[src/rtl/pipe_ctrl_pkg.sv]
// Shared types and constants for the IF/ID/EX pipeline sequencing controller.
package pipe_ctrl_pkg;

  typedef enum logic [1:0] {
    CTRL_RUN       = 2'd0,
    CTRL_LOAD_WAIT = 2'd1,
    CTRL_HALT      = 2'd2,
    CTRL_ERROR     = 2'd3
  } ctrl_state_t;

  localparam logic [31:0] NOP_INSN = 32'h0000_0013;

endpackage

[src/rtl/pipe_ctrl_wait_timer.sv]
// 8-bit load-wait counter; expire flags the last cycle before the timeout trap.
module wait_timer #(
  parameter int LIMIT = 16
) (
  input  logic clk,
  input  logic rst,
  input  logic clr,
  input  logic inc,
  output logic expire
);

  logic [7:0] cnt;

  always_ff @(posedge clk) begin
    if (!rst || clr) cnt <= '0;
    else if (inc)    cnt <= cnt + 8'd1;
  end

  assign expire = (cnt == 8'(LIMIT - 1));

endmodule

[src/rtl/pipe_ctrl.sv]
// Pipeline sequencing controller: jump redirect, load stall, debug halt, load-timeout trap.
module pipe_ctrl
  import pipe_ctrl_pkg::*;
#(
  parameter int LOAD_TIMEOUT = 16
) (
  input  logic        clk,
  input  logic        rst,
  input  logic [4:0]  id_rs1_addr,
  input  logic [4:0]  id_rs2_addr,
  input  logic [4:0]  ex_rd_addr,
  input  logic        ex_rd_wen,
  input  logic        ex_mem_req,
  input  logic        mem_rdy,
  input  logic        ex_jump_en,
  input  logic [31:0] ex_jump_addr,
  input  logic        halt_req,
  output logic        pc_hold,
  output logic        pc_load,
  output logic [31:0] pc_load_addr,
  output logic        if_id_hold,
  output logic        if_id_flush,
  output logic        id_ex_hold,
  output logic        id_ex_flush,
  output logic        rs1_fwd,
  output logic        rs2_fwd,
  output logic        halt_ack,
  output logic        bus_err
);

  ctrl_state_t state, state_nxt;
  logic        load_stall, expire;

  assign load_stall = ex_mem_req & ~mem_rdy;

  wait_timer #(.LIMIT(LOAD_TIMEOUT)) u_timer (
    .clk    (clk),
    .rst    (rst),
    .clr    (state == CTRL_RUN),
    .inc    ((state == CTRL_LOAD_WAIT) & ~mem_rdy),
    .expire (expire)
  );

  always_comb begin
    pc_hold     = 1'b0;
    pc_load     = 1'b0;
    if_id_hold  = 1'b0;
    if_id_flush = 1'b0;
    id_ex_hold  = 1'b0;
    id_ex_flush = 1'b0;
    state_nxt   = state;
    case (state)
      CTRL_RUN: begin
        if (ex_jump_en) begin
          pc_load     = 1'b1;
          if_id_flush = 1'b1;
          id_ex_flush = 1'b1;
        end else if (load_stall) begin
          pc_hold    = 1'b1;
          if_id_hold = 1'b1;
          id_ex_hold = 1'b1;
          state_nxt  = CTRL_LOAD_WAIT;
        end else if (halt_req) begin
          state_nxt = CTRL_HALT;
        end
      end
      CTRL_LOAD_WAIT: begin
        pc_hold    = ~mem_rdy;
        if_id_hold = ~mem_rdy;
        id_ex_hold = ~mem_rdy;
        if (mem_rdy)     state_nxt = CTRL_RUN;
        else if (expire) state_nxt = CTRL_ERROR;
      end
      CTRL_HALT: begin
        // EX gets a bubble so the held ID instruction is not executed twice
        pc_hold     = 1'b1;
        if_id_hold  = 1'b1;
        id_ex_flush = 1'b1;
        if (!halt_req) state_nxt = CTRL_RUN;
      end
      default: begin
        pc_hold     = 1'b1;
        if_id_hold  = 1'b1;
        id_ex_flush = 1'b1;
      end
    endcase
  end

  assign pc_load_addr = pc_load ? ex_jump_addr : 32'h0;

  // A load still waiting for data has no result to forward; x0 is never forwarded
  assign rs1_fwd = ex_rd_wen & (ex_rd_addr == id_rs1_addr) & (|id_rs1_addr) & ~load_stall;
  assign rs2_fwd = ex_rd_wen & (ex_rd_addr == id_rs2_addr) & (|id_rs2_addr) & ~load_stall;

  always_ff @(posedge clk) begin
    if (!rst) begin
      state    <= CTRL_RUN;
      halt_ack <= 1'b0;
      bus_err  <= 1'b0;
    end else begin
      state    <= state_nxt;
      halt_ack <= (state_nxt == CTRL_HALT);
      bus_err  <= (state_nxt == CTRL_ERROR);
    end
  end

endmodule

[config.mk]
export PLATFORM = sky130hd
export DESIGN_NAME = pipe_ctrl
export DESIGN_NICKNAME = d
export VERILOG_FILES = /design/src/rtl/pipe_ctrl_pkg.sv /design/src/rtl/pipe_ctrl_wait_timer.sv /design/src/rtl/pipe_ctrl.sv
export SDC_FILE = /design/constraint.sdc
export NUM_CORES = 1
export LEC_CHECK = 0
export BUFFER_PORTS_ARGS = -buffer_cell sky130_fd_sc_hd__buf_2
export CAP_MARGIN = 30
export CORE_ASPECT_RATIO = 0.6
export CORE_UTILIZATION = 37
export CTS_BUF_LIST = sky130_fd_sc_hd__clkbuf_4
export DETAILED_ROUTE_END_ITERATION = 16
export PLACE_DENSITY = 0.82
export SYNTH_ARGS = -nofsm -noshare
export SYNTH_HDL_FRONTEND = slang
export SYNTH_SLANG_ARGS = --single-unit
[constraint.sdc]
create_clock -name clk -period 1.47 [get_ports clk]
set_input_delay 0.294 -clock clk [delete_from_list [all_inputs] [get_ports clk]]
set_output_delay 0.294 -clock clk [all_outputs]
set_load 0.05 [all_outputs]
==> impl_metrics.env, run 1 <==
export IMPL_status="stopped before the end"
export IMPL_flow_stopped_at="5_1_grt"
export IMPL_tool_error="[ERROR DPL-0038] Utilization greater than 100%, impossible to legalize"
export IMPL_crit_endpoint="pc_load_addr[15]"
export IMPL_cts_inserted_buffers=3
export IMPL_h_tree_depth=1
export IMPL_grt_start_max_net_pins=15
export IMPL_yosys_top_cells_area="dfxtp_1 (25%), and2_1 (22%), xnor2_1 (12%)"
export IMPL_synthCells=125
export IMPL_yosysTopAreaCell="dfxtp_1"
export IMPL_clockBufferDepth=2
export IMPL_worstEpCategory="top-level output"
export IMPL_ys_types=29
export IMPL_initial_core_util=0.415
export IMPL_syn_cell_area_um2=958
export IMPL_die_height_um=41.4
export IMPL_gp_congestion=0.843
export IMPL_clock_sinks=12
export IMPL_ys_ff_latch=12
export IMPL_io_pins=96
export IMPL_syn_area_per_cell_um2=7.67
export IMPL_synth_top_area_share=0.251
export IMPL_die_w_um=67.7
export IMPL_ys_seq_area_frac=0.251
export IMPL_ys_warnings_count=0
export IMPL_post_dp_hpwl_um=2650
export IMPL_syn_num_nets=180
export IMPL_rows=13
export IMPL_numPortBuffers=95
export IMPL_root_buffer="clkbuf_4"
==> synth_stat cells (all sizes together) <==
master,instances
inv,3
o22ai,1
nor4b,3
nor3b,1
or3,1
buf,4
o21ai,2
xnor2,13
ha,1
clkbuf,3
nand2b,3
nor2b,1
nand4b,1
a21o,2
o2bb2ai,1
nand2,5
nor4,3
nor3,9
a32oi,1
and2,33
nand4,2
a21oi,6
or2,2
dfxtp,12
nor2,12
==> through the flow <==
step / setup WS (ns) / utilization / hold WS (ns) / instances / area, um^2
3_5_place_dp: -0.0839 / 0.716 / 0.513 / 253 / 1650
3_3_place_gp: -0.106 / 0.716 / 0.511 / 253 / 1650
4_1_cts: -0.210 / 0.905 / 0.319 / 261 / 2090
2_1_floorplan: -0.323 / - / 0.467 / 125 / 1110
==> timing repair <==
action	in CTS
pin swaps	3
resized for setup	108
setup buffers	3
hold buffers	0
endpoints found under the setup margin	40
gates cloned	1
==> cells by family after synthesis <==
family,after synthesis,synth area share
simple gates,76,0.486
compound gates,13,0.0823
xor+xnor,13,0.119
flops,12,0.251
buf+inv,10,0.0496
fa+ha+maj,1,0.0131
==> inputs of run 2 (changes only) <==
- CORE_AREA: not set -> 2 2 63 65
- CORE_ASPECT_RATIO: 0.6 -> not set
- CORE_UTILIZATION: 37 -> not set
- CTS_BUF_LIST: sky130_fd_sc_hd__clkbuf_4 -> not set
- DIE_AREA: not set -> 0 0 65 67
- PLACE_DENSITY: 0.82 -> not set
- PLACE_DENSITY_LB_ADDON: not set -> 0.15
==> run 2 against run 1 <==
  * The flow now finishes, with violations (setup timing)
  * Synthesized cell count unchanged
  * Synthesized area unchanged
==> impl_metrics.env, run 2 <==
export IMPL_die_height_um=67
export IMPL_layout_commonest_cell="buf_2"
export IMPL_die_area_mm2=0.00436
export IMPL_clk_latency_ns=0.24
export IMPL_avgRoutedWirePerCell_um=15.4
export IMPL_slew_headroom=0.829
export IMPL_drtAntennaViolNets=0
export IMPL_maxSlewViolCount=0
export IMPL_top_register="u_timer.cnt"
export IMPL_root_buffer="clkbuf_8"
export IMPL_rows=22
export IMPL_crit_slowest_cell="dfxtp_2"
export IMPL_hp_start="rst"
export IMPL_rsz0062_at_grt="true"
export IMPL_finClkSkew_ns=0.00711
export IMPL_vias_per_cell=4.61
export IMPL_synth_edf_count=0
export IMPL_die_w_um=65
export IMPL_fin_crit_sh=1.11
export IMPL_min_to="u_timer.cnt[3]"
export IMPL_fin_tns_setup_ns=-5.22
export IMPL_setup_viol=37
export IMPL_net_switching_power_w=0.000603
export IMPL_synth_xor_area_share=0.119
export IMPL_path_common_cell="buf_6"
export IMPL_gp_congestion=0.770
export IMPL_ys_flop_type="dfxtp_1"
export IMPL_path_max_fanout=5
export IMPL_tightest_slew_ns=0.252
export IMPL_drtIter0Drc=61
export IMPL_io_pins=96
export IMPL_start_kind="register"
export IMPL_yosysTopAreaCell="dfxtp_1"
export IMPL_core_mm2=0.00361
export IMPL_cts_tree="built"
export IMPL_route_detailed_drc=0
export IMPL_fill_cells=287
export IMPL_antenna_found_initial=0
export IMPL_syn_cell_area_um2=958
export IMPL_rrSetupSlack_ns=0.13
export IMPL_hp_class="input port to register"
export IMPL_muxShareOfSynthArea=0
export IMPL_failed_checks="setup timing"
export IMPL_numPortBuffers=95
export IMPL_final_net_count=289
export IMPL_clk_pin_slew_worst_paths_ns=0.06
export IMPL_rr_worst_depth=6
export IMPL_placed_cells_incl_taps=272
export IMPL_grt_start_max_net_pins=15
export IMPL_r2r_end="u_timer.cnt[7]"
export IMPL_path_delay_family="buffers and inverters"
export IMPL_comb_power_share=0.560
export IMPL_critical_path_class="register to output pin"
export IMPL_drive_gt1_frac=0.700
export IMPL_dr_pass1_iters=4
export IMPL_whs_ns=0.356
export IMPL_most_common_layout_cells="buf_2 (53), buf_8 (37), and2_4 (32)"
export IMPL_initial_core_util=0.266
export IMPL_cap_violations=0
export IMPL_min_path_cells=3
export IMPL_peakVddDrop_uv=435
export IMPL_wl_um=4330
export IMPL_cpPeakStageDelay_ns=0.34
export IMPL_syn_num_nets=180
export IMPL_clockBufferDepth=2
export IMPL_power_density_mw_per_mm2=709
export IMPL_power_switching_share=0.382
export IMPL_synth_top_family_by_area="simple AND/OR/NAND/NOR gates"
export IMPL_synth_common_cells="and2_1 (33), xnor2_1 (13), dfxtp_1 (12), nor2_1 (12), nor3_1 (8)"
export IMPL_dpl_cell_area_mm2=0.00167
export IMPL_cts_inserted_buffers=3
export IMPL_power_internal_w=0.000975
export IMPL_cp_required_ns=1.18
export IMPL_clock_sinks=12
export IMPL_timing_rr_start="state[0]"
export IMPL_synth_top_area_share=0.251
export IMPL_critPathBufInv=3
export IMPL_async_reset_ff_frac=0
export IMPL_period_minus_slack_ns=1.64
export IMPL_synthCells=125
export IMPL_ys_seq_area_frac=0.251
export IMPL_grt_pass1_vias=1249
export IMPL_yosysMostFrequentCell="and2_1"
export IMPL_status="finished with violations"
export IMPL_diodes=0
export IMPL_largest_register_ffs=8
export IMPL_ys_types=29
export IMPL_syn_area_per_cell_um2=7.67
export IMPL_grt_total_usage=0.186
export IMPL_post_dp_hpwl_um=2660
export IMPL_cts_hold_buf=0
export IMPL_yosys_top_cells_area="dfxtp_1 (25%), and2_1 (22%), xnor2_1 (12%)"
export IMPL_seqPwrFrac=0.212
export IMPL_cp_arrival_ns=1.34
export IMPL_grt_ovfl_total=0
export IMPL_post_route_cell_area_mm2=0.00223
export IMPL_vias=1296
export IMPL_max_freq_mhz=611
export IMPL_end_kind="output pin"
export IMPL_syn_to_final_growth_pct=132
export IMPL_ys_ff_latch=12
export IMPL_synthAdderAreaFrac=0.0131
export IMPL_reg_largest_list="u_timer.cnt (8), state (2)"
export IMPL_worst_slack_ns=-0.165
export IMPL_hold_viol=0
export IMPL_synth_compound_area_frac=0.0822
export IMPL_stdcell_count=281
export IMPL_register_area_um2=245
export IMPL_clockPowerShare=0.228
export IMPL_synthSimpleGateAreaFrac=0.486
export IMPL_power_w=0.00158
export IMPL_path_cells="nor3_4, buf_6, buf_6, and2_4, buf_8"
export IMPL_leakagePower_nw=1.07
export IMPL_h_tree_depth=1
export IMPL_multi_input_area_um2=825
export IMPL_ys_warnings_count=0
export IMPL_grt_pass1_wl_um=6250
-- run 2: cell counts after synthesis --
Identical to the previous run, type by type.
-- run 2: power by group through the flow --
stage	logic [W]	clock network, W	registers (W)
after global placement	0.000645	0	0.000340
after detailed placement	0.000646	0	0.000340
final	0.000884	0.000360	0.000334
after global routing	0.000917	0.000379	0.000335
after floorplan	0.000467	0	0.000349
after CTS	0.000847	0.000367	0.000334
-- run 2: through the flow --
stage | util | setup WS (ns)
2_1_floorplan | - | -0.323
3_3_place_gp | 0.463 | -0.0806
3_5_place_dp | 0.463 | -0.0922
4_1_cts | 0.608 | -0.123
5_1_grt | 0.618 | -0.226
6_report | 0.618 | -0.165
-- run 2: logic make-up after synthesis --
kind of cell,count (synthesis)
buf+inv,10
xor+xnor,13
compound gates,13
fa+ha+maj,1
simple gates,76
flops,12
-- run 2: how the worst max path moves through the flow --
stage,from,endpoint,cells after the start
2_1_floorplan,state[0],pc_hold,5
3_3_place_gp,id_rs1_addr[0],rs1_fwd,6
3_5_place_dp,ex_jump_en,pc_load_addr[25],6
4_1_cts,state[1],pc_load_addr[15],5
5_1_grt,state[1],pc_load_addr[21],5
6_report,state[1],pc_load_addr[22],5
-- run 2: tightest hold or removal path, delay by kind of cell --
| kind | cells | cell delay (ns) |
|---|---|---|
| simple gates | 1 | 0.06 |
| compound gates | 1 | 0.10 |
| buf+inv | 1 | 0.11 |
-- run 2: layer usage --
layer / wire length [um] / vias up / global-route usage
met5: 0 / - / 0
met2: 2190 / 60 / 0.336
met4: 80 / 0 / 0.0559
met1: 1720 / 594 / 0.218
li1: - / 633 / -
met3: 339 / 9 / 0.0422
-- run 2: layout make-up --
| type | instances | area share |
|---|---|---|
| repair buffers | 111 | 0.463 |
| multi-input cells | 103 | 0.370 |
| inverters | 3 | 0.00506 |
| clock buffers | 4 | 0.0247 |
| flip-flops and latches | 12 | 0.110 |
| well taps | 48 | 0.0270 |
-- run 2: timing repair --
| item | CTS | global route |
|---|---|---|
| setup endpoints to repair | 40 | 40 |
| pin swaps | 26 | 4 |
| setup buffers | 3 | 1 |
| gates cloned | 1 | 0 |
| endpoints found under the hold margin | 0 | 0 |
| resized for setup | 129 | 7 |
No activity file was read; power rests on OpenSTA's default activity.
==> inputs of run 3 (changes only) <==
- clock period: 1.47 -> 1.85 ns (I/O delays scaled with it)
==> run 3 against run 2 <==
  * The run now ends clean
  * Worst setup slack better by 0.25 ns
  * Power fell by 35%
  * Utilization shrank 17 points
  * Hold slack better by 0.097 ns
  * First-iteration DRC count is 43% lower
  * Register-to-register slack improved by 0.30 ns
  * Clock power fell by 20%
  * Non-clock buffer count fell by 11
  * Wire length down 31%
  * Final cell count is 3.9% lower
  * Die area stayed put
  * Largest power group unchanged
  * Highest routed layer unchanged
==> impl_metrics.env, run 3 (synthesized netlist as in run 2, its figures left out) <==
export IMPL_vias_per_cell=4.22
export IMPL_critical_path_class="register to output pin"
export IMPL_path_max_fanout=23
export IMPL_hp_class="input port to register"
export IMPL_most_common_layout_cells="buf_2 (81), and2_1 (24), clkbuf_4 (14)"
export IMPL_period_minus_slack_ns=1.76
export IMPL_diodes=0
export IMPL_power_density_mw_per_mm2=625
export IMPL_peakVddDrop_uv=375
export IMPL_rows=22
export IMPL_clk_pin_slew_worst_paths_ns=0.05
export IMPL_hold_viol=0
export IMPL_h_tree_depth=1
export IMPL_max_freq_mhz=568
export IMPL_clockBufferDepth=2
export IMPL_grt_start_max_net_pins=24
export IMPL_top_register="u_timer.cnt"
export IMPL_drive_gt1_frac=0.550
export IMPL_wl_um=2970
export IMPL_fin_crit_sh=0.952
export IMPL_cts_tree="built"
export IMPL_avgRoutedWirePerCell_um=11.0
export IMPL_layout_commonest_cell="buf_2"
export IMPL_end_kind="output pin"
export IMPL_maxSlewViolCount=0
export IMPL_status="complete, no violations"
export IMPL_largest_register_ffs=8
export IMPL_antenna_found_initial=0
export IMPL_die_area_mm2=0.00436
export IMPL_route_detailed_drc=0
export IMPL_finClkSkew_ns=0.00155
export IMPL_tightest_slew_ns=0.555
export IMPL_cp_required_ns=1.48
export IMPL_post_cts_buffers=0
export IMPL_start_kind="register"
export IMPL_slew_headroom=0.626
export IMPL_grt_ovfl_total=0
export IMPL_io_pins=96
export IMPL_utilization=0.452
export IMPL_multi_input_area_um2=712
export IMPL_grt_pass1_wl_um=4310
export IMPL_power_w=0.00102
export IMPL_register_area_um2=240
export IMPL_dr_pass1_iters=4
export IMPL_leakagePower_nw=0.838
export IMPL_root_buffer="clkbuf_8"
export IMPL_drtAntennaViolNets=0
export IMPL_setup_viol=0
export IMPL_numPortBuffers=95
export IMPL_drtIter0Drc=35
export IMPL_reg_largest_list="u_timer.cnt (8), state (2)"
export IMPL_die_w_um=65
export IMPL_final_net_count=278
export IMPL_fill_cells=375
export IMPL_cp_arrival_ns=1.39
export IMPL_syn_to_final_growth_pct=70.1
export IMPL_clock_sinks=12
export IMPL_post_dp_hpwl_um=2510
export IMPL_gp_congestion=0.709
export IMPL_vias=1139
export IMPL_cts_inserted_buffers=3
export IMPL_cap_violations=0
export IMPL_die_height_um=67
export IMPL_initial_core_util=0.266
export IMPL_grt_total_usage=0.125
export IMPL_core_mm2=0.00361
export IMPL_grt_pass1_vias=1006
export IMPL_clk_latency_ns=0.24
==> run 3: changes by cell type in the layout (fill, tap and decap cells not counted), sizes merged <==
cell	delta
clkbuf	+14
buf	-25
==> run 3: cell type report <==
class / count / area share
multi-input cells: 103 / 0.437
repair buffers: 100 / 0.338
flip-flops and latches: 12 / 0.147
well taps: 48 / 0.0368
clock buffers: 4 / 0.0338
inverters: 3 / 0.00691
==> run 3: what timing repair did <==
item	in CTS	in global routing
hold endpoints to repair	0	0
setup endpoints to repair	0	24
hold buffers	0	0
gates resized for setup	0	16
==> run 3: metal layers <==
| metal | wire [um] | track usage | vias to the layer above |
|---|---|---|---|
| met5 | 0 | 0 | - |
| li1 | - | - | 612 |
| met4 | 4 | 0.0319 | 0 |
| met2 | 1580 | 0.226 | 38 |
| met3 | 192 | 0.0321 | 2 |
| met1 | 1190 | 0.147 | 487 |
==> run 3: final timing paths <==
kind,startpoint,to,slack [ns],depth (start not counted)
worst max-delay path,state[0],pc_load_addr[9],0.09,4
worst min register to register,u_timer.cnt[7],u_timer.cnt[7],0.52,2
worst min-delay path,rst,state[1],0.45,3
worst max register to register,state[0],u_timer.cnt[7],0.43,5
==> run 3: where the power goes <==
part	switching, W	internal [W]
sequential	0.00000341	0.000263
clock	0.0000992	0.000188
combinational	0.000311	0.000155
==> run 3: per-stage QoR <==
step	setup slack (ns)	instances	hold slack (ns)	setup TNS, ns	cell area (um^2)
3_3_place_gp	0.176	266	0.505	0	1530
4_1_cts	0.0211	270	0.453	0	1590
6_report	0.0892	270	0.452	0	1630
3_5_place_dp	0.167	266	0.504	0	1530
5_1_grt	-0.0123	270	0.488	-0.0269	1630
2_1_floorplan	-0.177	125	0.476	-0.177	998
==> run 3: worst max-delay path, cell delays in order (launching register included) <==
cell     delay (ns)
dfxtp_1        0.35
nor3_4         0.22
buf_6          0.19
and2_1         0.14
buf_2          0.25
